==> config.mk <==
export PLATFORM = sky130hd
export DESIGN_NAME = decode
export DESIGN_NICKNAME = d
export VERILOG_FILES = /design/src/rtl/decode.sv
export SDC_FILE = /design/constraint.sdc
export NUM_CORES = 2
export LEC_CHECK = 0
export BUFFER_PORTS_ARGS = -buffer_cell sky130_fd_sc_hd__buf_2
export CELL_PAD_IN_SITES_DETAIL_PLACEMENT = 0
export CELL_PAD_IN_SITES_GLOBAL_PLACEMENT = 1
export CORE_MARGIN = 2
export CORE_UTILIZATION = 51
export CTS_CLUSTER_DIAMETER = 200
export CTS_CLUSTER_SIZE = 25
export DETAILED_ROUTE_END_ITERATION = 16
export PLACE_DENSITY = 0.83
export SLEW_MARGIN = 20
export SYNTH_ARGS = -nofsm -noshare
export SYNTH_HDL_FRONTEND = slang
export SYNTH_SLANG_ARGS = --single-unit
==> constraint.sdc <==
create_clock -name CLK -period 2.5 [get_ports CLK]
set_input_delay 0.125 -clock CLK [delete_from_list [all_inputs] [get_ports CLK]]
set_output_delay 0.125 -clock CLK [all_outputs]
set_load 0.05 [all_outputs]
==> src/rtl/decode.sv <==
// RV32I decode stage: IF/ID register, 32x32 register file, control decoder,
// immediate generator and ID/EX register.
module decode #(
  parameter logic [31:0] NOP_INSTR = 32'h00000013,
  parameter int          NUM_REGS  = 32
) (
  input  logic        CLK,
  input  logic        RST,
  input  logic        Stall_D,
  input  logic        Flush_D,
  input  logic        Flush_E,
  input  logic [31:0] Instr_F,
  input  logic [31:0] PC_F,
  input  logic [31:0] PC_Plus_4_F,
  input  logic        Predict_Taken_F,
  input  logic        Reg_Write_W,
  input  logic [4:0]  Rd_W,
  input  logic [31:0] Result_W,
  output logic [4:0]  Rs1_D,
  output logic [4:0]  Rs2_D,
  output logic [31:0] RD1_E,
  output logic [31:0] RD2_E,
  output logic [31:0] Imm_Ext_E,
  output logic [4:0]  Rs1_E,
  output logic [4:0]  Rs2_E,
  output logic [4:0]  Rd_E,
  output logic [31:0] PC_E,
  output logic [31:0] PC_Plus_4_E,
  output logic        Predict_Taken_E,
  output logic        Reg_Write_E,
  output logic        Mem_Write_E,
  output logic        Mem_Read_E,
  output logic        Branch_E,
  output logic        Jump_E,
  output logic        ALU_Src_A_E,
  output logic        ALU_Src_B_E,
  output logic [3:0]  ALU_Op_E,
  output logic [1:0]  Result_Src_E,
  output logic [2:0]  Funct3_E,
  output logic        Illegal_E
);

  // RV32I always has 32 architectural registers; larger values are tolerated.
  localparam int RF_DEPTH = (NUM_REGS > 32) ? NUM_REGS : 32;

  localparam logic [6:0] OP_R      = 7'b0110011;
  localparam logic [6:0] OP_I_ALU  = 7'b0010011;
  localparam logic [6:0] OP_LOAD   = 7'b0000011;
  localparam logic [6:0] OP_STORE  = 7'b0100011;
  localparam logic [6:0] OP_BRANCH = 7'b1100011;
  localparam logic [6:0] OP_JAL    = 7'b1101111;
  localparam logic [6:0] OP_JALR   = 7'b1100111;
  localparam logic [6:0] OP_LUI    = 7'b0110111;
  localparam logic [6:0] OP_AUIPC  = 7'b0010111;

  localparam logic [3:0] ALU_ADD    = 4'd0;
  localparam logic [3:0] ALU_SUB    = 4'd1;
  localparam logic [3:0] ALU_SLL    = 4'd2;
  localparam logic [3:0] ALU_SLT    = 4'd3;
  localparam logic [3:0] ALU_SLTU   = 4'd4;
  localparam logic [3:0] ALU_XOR    = 4'd5;
  localparam logic [3:0] ALU_SRL    = 4'd6;
  localparam logic [3:0] ALU_SRA    = 4'd7;
  localparam logic [3:0] ALU_OR     = 4'd8;
  localparam logic [3:0] ALU_AND    = 4'd9;
  localparam logic [3:0] ALU_PASS_B = 4'd10;

  logic [31:0] instr_d, pc_d, pc4_d;
  logic        pred_d;
  logic [31:0] rf [RF_DEPTH];

  always_ff @(posedge CLK) begin
    if (RST || Flush_D) begin
      instr_d <= NOP_INSTR;
      pc_d    <= '0;
      pc4_d   <= '0;
      pred_d  <= 1'b0;
    end else if (!Stall_D) begin
      instr_d <= Instr_F;
      pc_d    <= PC_F;
      pc4_d   <= PC_Plus_4_F;
      pred_d  <= Predict_Taken_F;
    end
  end

  always_ff @(posedge CLK) begin
    if (RST) begin
      for (int i = 0; i < RF_DEPTH; i++) rf[i] <= '0;
    end else if (Reg_Write_W && Rd_W != 5'd0) begin
      rf[Rd_W] <= Result_W;
    end
  end

  logic [6:0]  opcode;
  logic [2:0]  funct3;
  logic        f7b5;
  logic [4:0]  rd_d;
  logic [31:0] rd1_d, rd2_d;

  assign opcode = instr_d[6:0];
  assign funct3 = instr_d[14:12];
  assign f7b5   = instr_d[30];
  assign rd_d   = instr_d[11:7];
  assign Rs1_D  = instr_d[19:15];
  assign Rs2_D  = instr_d[24:20];

  // Write-through so an instruction reading a register in its writeback cycle sees the new value.
  always_comb begin
    rd1_d = rf[Rs1_D];
    rd2_d = rf[Rs2_D];
    if (Rs1_D == 5'd0) rd1_d = '0;
    else if (Reg_Write_W && Rd_W == Rs1_D) rd1_d = Result_W;
    if (Rs2_D == 5'd0) rd2_d = '0;
    else if (Reg_Write_W && Rd_W == Rs2_D) rd2_d = Result_W;
  end

  logic       reg_write, mem_write, mem_read, branch, jump, src_a, src_b, illegal;
  logic [3:0] alu_op;
  logic [1:0] result_src;
  logic [31:0] imm;
  logic [3:0] alu_fn;

  // Only R-type uses funct7[5] to pick SUB; both R and I shifts use it for SRA.
  always_comb begin
    alu_fn = ALU_ADD;
    case (funct3)
      3'b000:  alu_fn = (opcode == OP_R && f7b5) ? ALU_SUB : ALU_ADD;
      3'b001:  alu_fn = ALU_SLL;
      3'b010:  alu_fn = ALU_SLT;
      3'b011:  alu_fn = ALU_SLTU;
      3'b100:  alu_fn = ALU_XOR;
      3'b101:  alu_fn = f7b5 ? ALU_SRA : ALU_SRL;
      3'b110:  alu_fn = ALU_OR;
      default: alu_fn = ALU_AND;
    endcase
  end

  always_comb begin
    reg_write  = 1'b0;
    mem_write  = 1'b0;
    mem_read   = 1'b0;
    branch     = 1'b0;
    jump       = 1'b0;
    src_a      = 1'b0;
    src_b      = 1'b0;
    illegal    = 1'b0;
    alu_op     = ALU_ADD;
    result_src = 2'b00;
    imm        = '0;
    case (opcode)
      OP_R: begin
        reg_write = 1'b1;
        alu_op    = alu_fn;
      end
      OP_I_ALU: begin
        reg_write = 1'b1;
        src_b     = 1'b1;
        alu_op    = alu_fn;
        imm       = {{20{instr_d[31]}}, instr_d[31:20]};
      end
      OP_LOAD: begin
        reg_write  = 1'b1;
        mem_read   = 1'b1;
        src_b      = 1'b1;
        result_src = 2'b01;
        imm        = {{20{instr_d[31]}}, instr_d[31:20]};
      end
      OP_STORE: begin
        mem_write = 1'b1;
        src_b     = 1'b1;
        imm       = {{20{instr_d[31]}}, instr_d[31:25], instr_d[11:7]};
      end
      OP_BRANCH: begin
        branch = 1'b1;
        alu_op = ALU_SUB;
        imm    = {{20{instr_d[31]}}, instr_d[7], instr_d[30:25], instr_d[11:8], 1'b0};
      end
      OP_JAL: begin
        jump       = 1'b1;
        reg_write  = 1'b1;
        result_src = 2'b10;
        imm        = {{12{instr_d[31]}}, instr_d[19:12], instr_d[20], instr_d[30:21], 1'b0};
      end
      OP_JALR: begin
        jump       = 1'b1;
        reg_write  = 1'b1;
        src_b      = 1'b1;
        result_src = 2'b10;
        imm        = {{20{instr_d[31]}}, instr_d[31:20]};
      end
      OP_LUI: begin
        reg_write = 1'b1;
        src_b     = 1'b1;
        alu_op    = ALU_PASS_B;
        imm       = {instr_d[31:12], 12'b0};
      end
      OP_AUIPC: begin
        reg_write = 1'b1;
        src_a     = 1'b1;
        src_b     = 1'b1;
        imm       = {instr_d[31:12], 12'b0};
      end
      default: illegal = 1'b1;
    endcase
  end

  always_ff @(posedge CLK) begin
    if (RST || Flush_E) begin
      RD1_E           <= '0;
      RD2_E           <= '0;
      Imm_Ext_E       <= '0;
      Rs1_E           <= '0;
      Rs2_E           <= '0;
      Rd_E            <= '0;
      PC_E            <= '0;
      PC_Plus_4_E     <= '0;
      Predict_Taken_E <= 1'b0;
      Reg_Write_E     <= 1'b0;
      Mem_Write_E     <= 1'b0;
      Mem_Read_E      <= 1'b0;
      Branch_E        <= 1'b0;
      Jump_E          <= 1'b0;
      ALU_Src_A_E     <= 1'b0;
      ALU_Src_B_E     <= 1'b0;
      ALU_Op_E        <= '0;
      Result_Src_E    <= '0;
      Funct3_E        <= '0;
      Illegal_E       <= 1'b0;
    end else begin
      RD1_E           <= rd1_d;
      RD2_E           <= rd2_d;
      Imm_Ext_E       <= imm;
      Rs1_E           <= Rs1_D;
      Rs2_E           <= Rs2_D;
      Rd_E            <= rd_d;
      PC_E            <= pc_d;
      PC_Plus_4_E     <= pc4_d;
      Predict_Taken_E <= pred_d;
      Reg_Write_E     <= reg_write;
      Mem_Write_E     <= mem_write;
      Mem_Read_E      <= mem_read;
      Branch_E        <= branch;
      Jump_E          <= jump;
      ALU_Src_A_E     <= src_a;
      ALU_Src_B_E     <= src_b;
      ALU_Op_E        <= alu_op;
      Result_Src_E    <= result_src;
      Funct3_E        <= funct3;
      Illegal_E       <= illegal;
    end
  end

endmodule
Yosys cells after proc, flatten, opt, wreduce, memory -nomap -nowiden --
Memory sizes are Yosys's and may differ from the RTL's. A register that Yosys moved wholly into a read port is not among the register bits. Cells that the tools add are included.
Cells by class: multipliers 0, bitwise operators 0, $lt $le $gt $ge 0, add/sub/neg operators 0, mux-type cells 22, shifts and indexed selects 0, equality and inequality tests 15, reductions and logical operators 18, divide/modulo/power cells 0
Operators by type and width (number):
- 32-bit one-hot mux with 5 select lines | 1
- 32-bit 2-to-1 mux | 1
- 32-bit OR reduction | 1
- 4-bit one-hot mux with 7 select lines | 1
- 7-bit by 6-bit equality test with 1-bit output (second input constant) | 3
- 7-bit equality test (second input constant) | 3
- 1-bit 2-to-1 mux | 16
- 7-bit by 5-bit equality test with 1-bit output (second input constant) | 2
- 4-bit one-hot mux with 3 select lines | 1
- 5-bit zero test | 2
- 2-bit OR reduction | 5
- 3-bit equality test (second input constant) | 3
- 9-bit OR reduction | 1
- 7-bit by 2-bit equality test with 1-bit output (second input constant) | 1
- 7-bit OR reduction | 1
- 3-bit by 2-bit equality test with 1-bit output (second input constant) | 2
- 6-bit OR reduction | 1
- 5-bit 2-to-1 mux | 1
- 5-bit nonzero test | 1
- 2-bit one-hot mux with 2 select lines | 1
- 3-bit by 1-bit equality test with 1-bit output (second input constant) | 1
- 3-bit zero test | 1
- 3-bit OR reduction | 1
- 1-bit logical AND | 2
- 1-bit logical OR | 2
Storage, ports and cells: bits of input ports 140, output and inout bits 203, bits in registers 226, bits in read-only memories 0, latch bits 0, memories kept 1, bits in writable memories 1024, word-level logic and storage cells 78
Memories:
- rf | words 32, bits a word 32, rd ports 2, clocked after memory_dff 2, write ports 32, line 70 | logic [31:0] rf [RF_DEPTH];

Logic depth before layout (Yosys ltp) --
depth in word-level cells 7, gate-level depth with buffers 9, mapped depth without buffers 5

Least setup slack after synthesis --
Ideal clock, no wire load.
kind register to register, from register instr_d[16], to register RD1_E[9] (read register of rf), data arrival time 2030 ps, path buffers 3, data required time 2383 ps, cell stages (with the launch flop) 7, slack 353 ps, cell sequence dfxtp_1 > buf_4 > buf_2 > buf_1 > mux4_2 > a221o_1 > a32o_1
Between the ends: longest elaborated chain between the ends 2
RTL lines:
- start, declared | line 68 | logic [31:0] instr_d, pc_d, pc4_d;
- start signal, assigned | line 79 | instr_d <= Instr_F;
- 5-bit zero test | line 111 | if (Rs1_D == 5'd0) rd1_d = '0;
- 2-bit OR reduction (no line)
- end, declared | line 21 | output logic [31:0] RD1_E,
Parallel ways exist; a longest one is shown, timed or not. A chain may end at the register's enable or synchronous reset.

Worst setup path in the final report --
from register instr_d[16], to register RD1_E[27] (read register of rf)
Same word-level chain as after synthesis.

==> run_results.csv <==
group,metric,value,unit
clock_network,clock_tree.buffer_depth,3,
floorplanning,rows,129,
timing,hold_violations,0,
global_route,antenna_found_initial,12,
worst_setup_path,cp_max_fo,10,
detailed_routing,drc,0,
synth,ys_warn_count,0,
outcome,status,"complete, but fails checks",
global_route,grt_max_degree,71,
cells_and_area,syn_to_final_growth,13.72,%
detailed_routing,via_per_inst,6.298,
run,drv_cap,0,
timing,setup_viol,1,
worst_setup_path,start_kind,"register",
clock_network,cts_sinks,1314,
power_and_ir_drop,ir_worst_vdd,0.6222,mV
floorplanning,pin_count,343,
floorplanning,initial_core_util,51.58,%
timing,fmax,398.9,MHz
floorplanning,die_height,358.3,µm
clock_network,cts_buffers,58,
place,port_buffers,342,
detailed_routing,wl_per_cell,30.20,µm
timing,finClkSkew,33.27,ps
detailed_routing,first_pass_iters,5,
timing,drv_slew,0,
worst_setup_path,worstPathArrival,3140,ps
worst_setup_path,critical_path_class,"reg2reg",
floorplanning,die_w,358.3,µm
synth,yosys.cell_types.count,51,
floorplanning,dieArea,128400,µm²
clock_network,cts.htree.levels,2,
place,gp_congestion,0.9208,
synth,ys_async_sr_fraction,0,%
power_and_ir_drop,powerDensity,569.7,nW/µm²
timing,relSlewSlack,31.60,%
synth,syn_area_per_cell,13.50,µm²
place,placed_cells,6600,
clock_network,clk_pin_slew_worst_paths,110,ps
outcome,violations,"setup timing",
global_route,grt_pass1_vias,43030,
global_route,grt-ovfl-total,0,
floorplanning,design.core.area,124100,µm²
timing,period_needed,2507,ps
detailed_routing,drt_iter0_markers,5550,
synth,ys_seq_area_share,57.10,%
clock_network,clk_latency,740,ps
timing,rsz0062_at_grt,"true",
worst_setup_path,end_kind,"register",
timing,fin_crit_sh,100.3,%
clock_network,cts_tree,"built",
timing,tightest_slew,1026,ps
place,post-dp-hpwl,134500,µm
cells_and_area,drive_above_1_share,23.67,%
synth,syn_inst,4742,
synth,ys_seq_elements,1314,
clock_network,cts_root_buf,"clkbuf_16",
cells_and_area,nets,5308,
cells_and_area,fillers,9705,
synth,synth_top_flop_cell,"edfxtp_1",
cells_and_area,fin_cells,6860,
synth,synth.cell_area,64020,µm²
worst_hold_path,hold_path_class,"in2reg",
power_and_ir_drop,leakage,25.61,nW
cells_and_area,final_util,58.66,%
global_route,grt_pass1_wl,294800,µm
timing,finalWorstSetupSlack,-6.724,ps
detailed_routing,vias,43200,
synth,synth_edf_count,1024,
worst_setup_path,cp.required,3130,ps
place,placedInstanceArea,69590,µm²
cells_and_area,fin_area,72810,µm²
global_route,grt.total_usage,31.82,%
detailed_routing,drt_wl_total,207200,µm
detailed_routing,ant_nets,0,
## metal layers
layer | wire [µm] | vias to the layer above | GRT usage [%]
met3 | 22510 | 522 | 6.492
met1 | 77660 | 21660 | 41.71
met4 | 11950 | 6 | 16.13
met2 | 95010 | 2742 | 50.53
li1 | - | 18280 | -
met5 | 35 | - | 0
## through the flow
stage / setup slack, ps / setup TNS (ps) / power, W / hold slack, ps
after floorplan: 352.8 / 0 / 0.02815 / 234.0
after global placement: -73.71 / -97.17 / 0.03002 / 345.2
after detailed placement: -63.54 / -63.54 / 0.03016 / 362.1
after CTS: 0.2423 / 0 / 0.04144 / 3.744
after global routing: -18.22 / -24.03 / 0.04249 / 42.88
final: -6.724 / -6.724 / 0.04148 / 37.02
## kinds of logic (layout without fill, tap and decap cells)
| group | count (synthesis) | in the layout | share of synthesized area [%] |
|---|---|---|---|
| DFF | 1314 | 1314 | 57.10 |
| AOI/OAI and AO/OA | 458 | 458 | 5.216 |
| other | 1 | 38 | 0.005858 |
| and+or+nand+nor | 1609 | 1609 | 14.20 |
| muxes | 865 | 865 | 19.98 |
| xor gates and xnor gates | 10 | 10 | 0.1368 |
| buffers and inverters | 485 | 929 | 3.362 |
## layout by cell type, fill, tap and decap left out, types with 41 or more instances in the layout
cell type / n
buf_2: 341
mux4_2: 324
nor2_1: 116
buf_12: 92
o22ai_1: 61
o221ai_1: 64
clkbuf_16: 60
a21oi_1: 41
a211oi_1: 58
edfxtp_1: 1024
a32o_1: 64
and2_1: 1080
mux2i_1: 476
clkbuf_1: 47
dfxtp_1: 280
dlygate4sd3_1: 131
buf_4: 248
nand2_1: 232
o21ai_0: 88
mux2_2: 65
## cells in the mapped netlist, types with 6 or more instances
master / count / area (µm²)
a32o_1: 64 / 640.6
a21oi_1: 41 / 205.2
buf_2: 90 / 450.4
o22ai_1: 62 / 387.9
a21o_1: 11 / 82.58
and2_1: 1080 / 6756
o21ai_1: 8 / 40.04
a211oi_1: 62 / 465.5
or2_2: 34 / 212.7
edfxtp_1: 1024 / 30750
mux2_2: 65 / 732.0
nand2_1: 232 / 870.8
o221ai_1: 64 / 560.5
mux2i_1: 476 / 4765
a221o_1: 39 / 390.4
buf_6: 16 / 180.2
buf_1: 29 / 108.9
mux4_2: 324 / 7297
o21ai_0: 95 / 475.5
dfxtp_1: 290 / 5806
buf_4: 26 / 195.2
xor2_1: 6 / 52.55
nor2b_1: 36 / 225.2
nor3_1: 10 / 50.05
clkbuf_1: 320 / 1201
nand3b_1: 10 / 75.07
nor2_1: 154 / 578.1
nand3_1: 35 / 175.2
## repair_timing
action,4_1_cts,5_1_grt
buffers inserted,1,12
hold buffers,131,0
gates cloned,0,1
setup endpoints to repair,5,34
endpoints found under the hold margin,124,0
gates resized for setup,4,15
## report_power, final
group	internal, W	switching, W
logic	0.00198	0.00281
registers	0.0245	0.000639
clock network	0.00454	0.00699
total	0.0310	0.0104
## worst paths after layout
kind              depth (start not counted)  slack, ps                   endpoint                      from
hold / removal                            2         40        RD1_E[8]$_SDFF_PP0_               Result_W[8]
hold reg to reg                           1        460  PC_Plus_4_E[9]$_SDFF_PP0_     pc4_d[9]$_SDFFE_PP0N_
setup / recovery                          6         -7       RD1_E[27]$_SDFF_PP0_  instr_d[16]$_SDFFE_PP0N_
setup reg to reg                          6         -7       RD1_E[27]$_SDFF_PP0_  instr_d[16]$_SDFFE_PP0N_
## worst max-delay path, stage by stage (launching register included)
cell and delay (ps):
dfxtp_4 680, buf_12 240, buf_4 260, mux4_2 370, a211oi_1 230, o21ai_0 270, a32o_1 350
## registers in the layout, indices dropped and copies added, names as in the netlist, 2 cells and up
signal        cells
Funct3_E          3
Result_Src_E      2
pc4_d            32
Rs1_E             5
Rs2_E             5
ALU_Op_E          4
Rd_E              5
Imm_Ext_E        32
pc_d             32
instr_d          32
RD1_E            32
rf             1024
RD2_E            32
PC_Plus_4_E      32
PC_E             32
## cell type report
class	count	area (µm²)	share of cell area (%)
well taps	1637	2048	2.813
clock buffers	106	1653	2.270
multi-input cells	2974	25630	35.20
inverters	3	11.26	0.01547
diodes	6	15.01	0.02062
clock inverters	3	48.80	0.06702
flip-flops and latches	1314	36590	50.26
repair buffers	817	6808	9.351
Power figures use the tool's default switching activity.
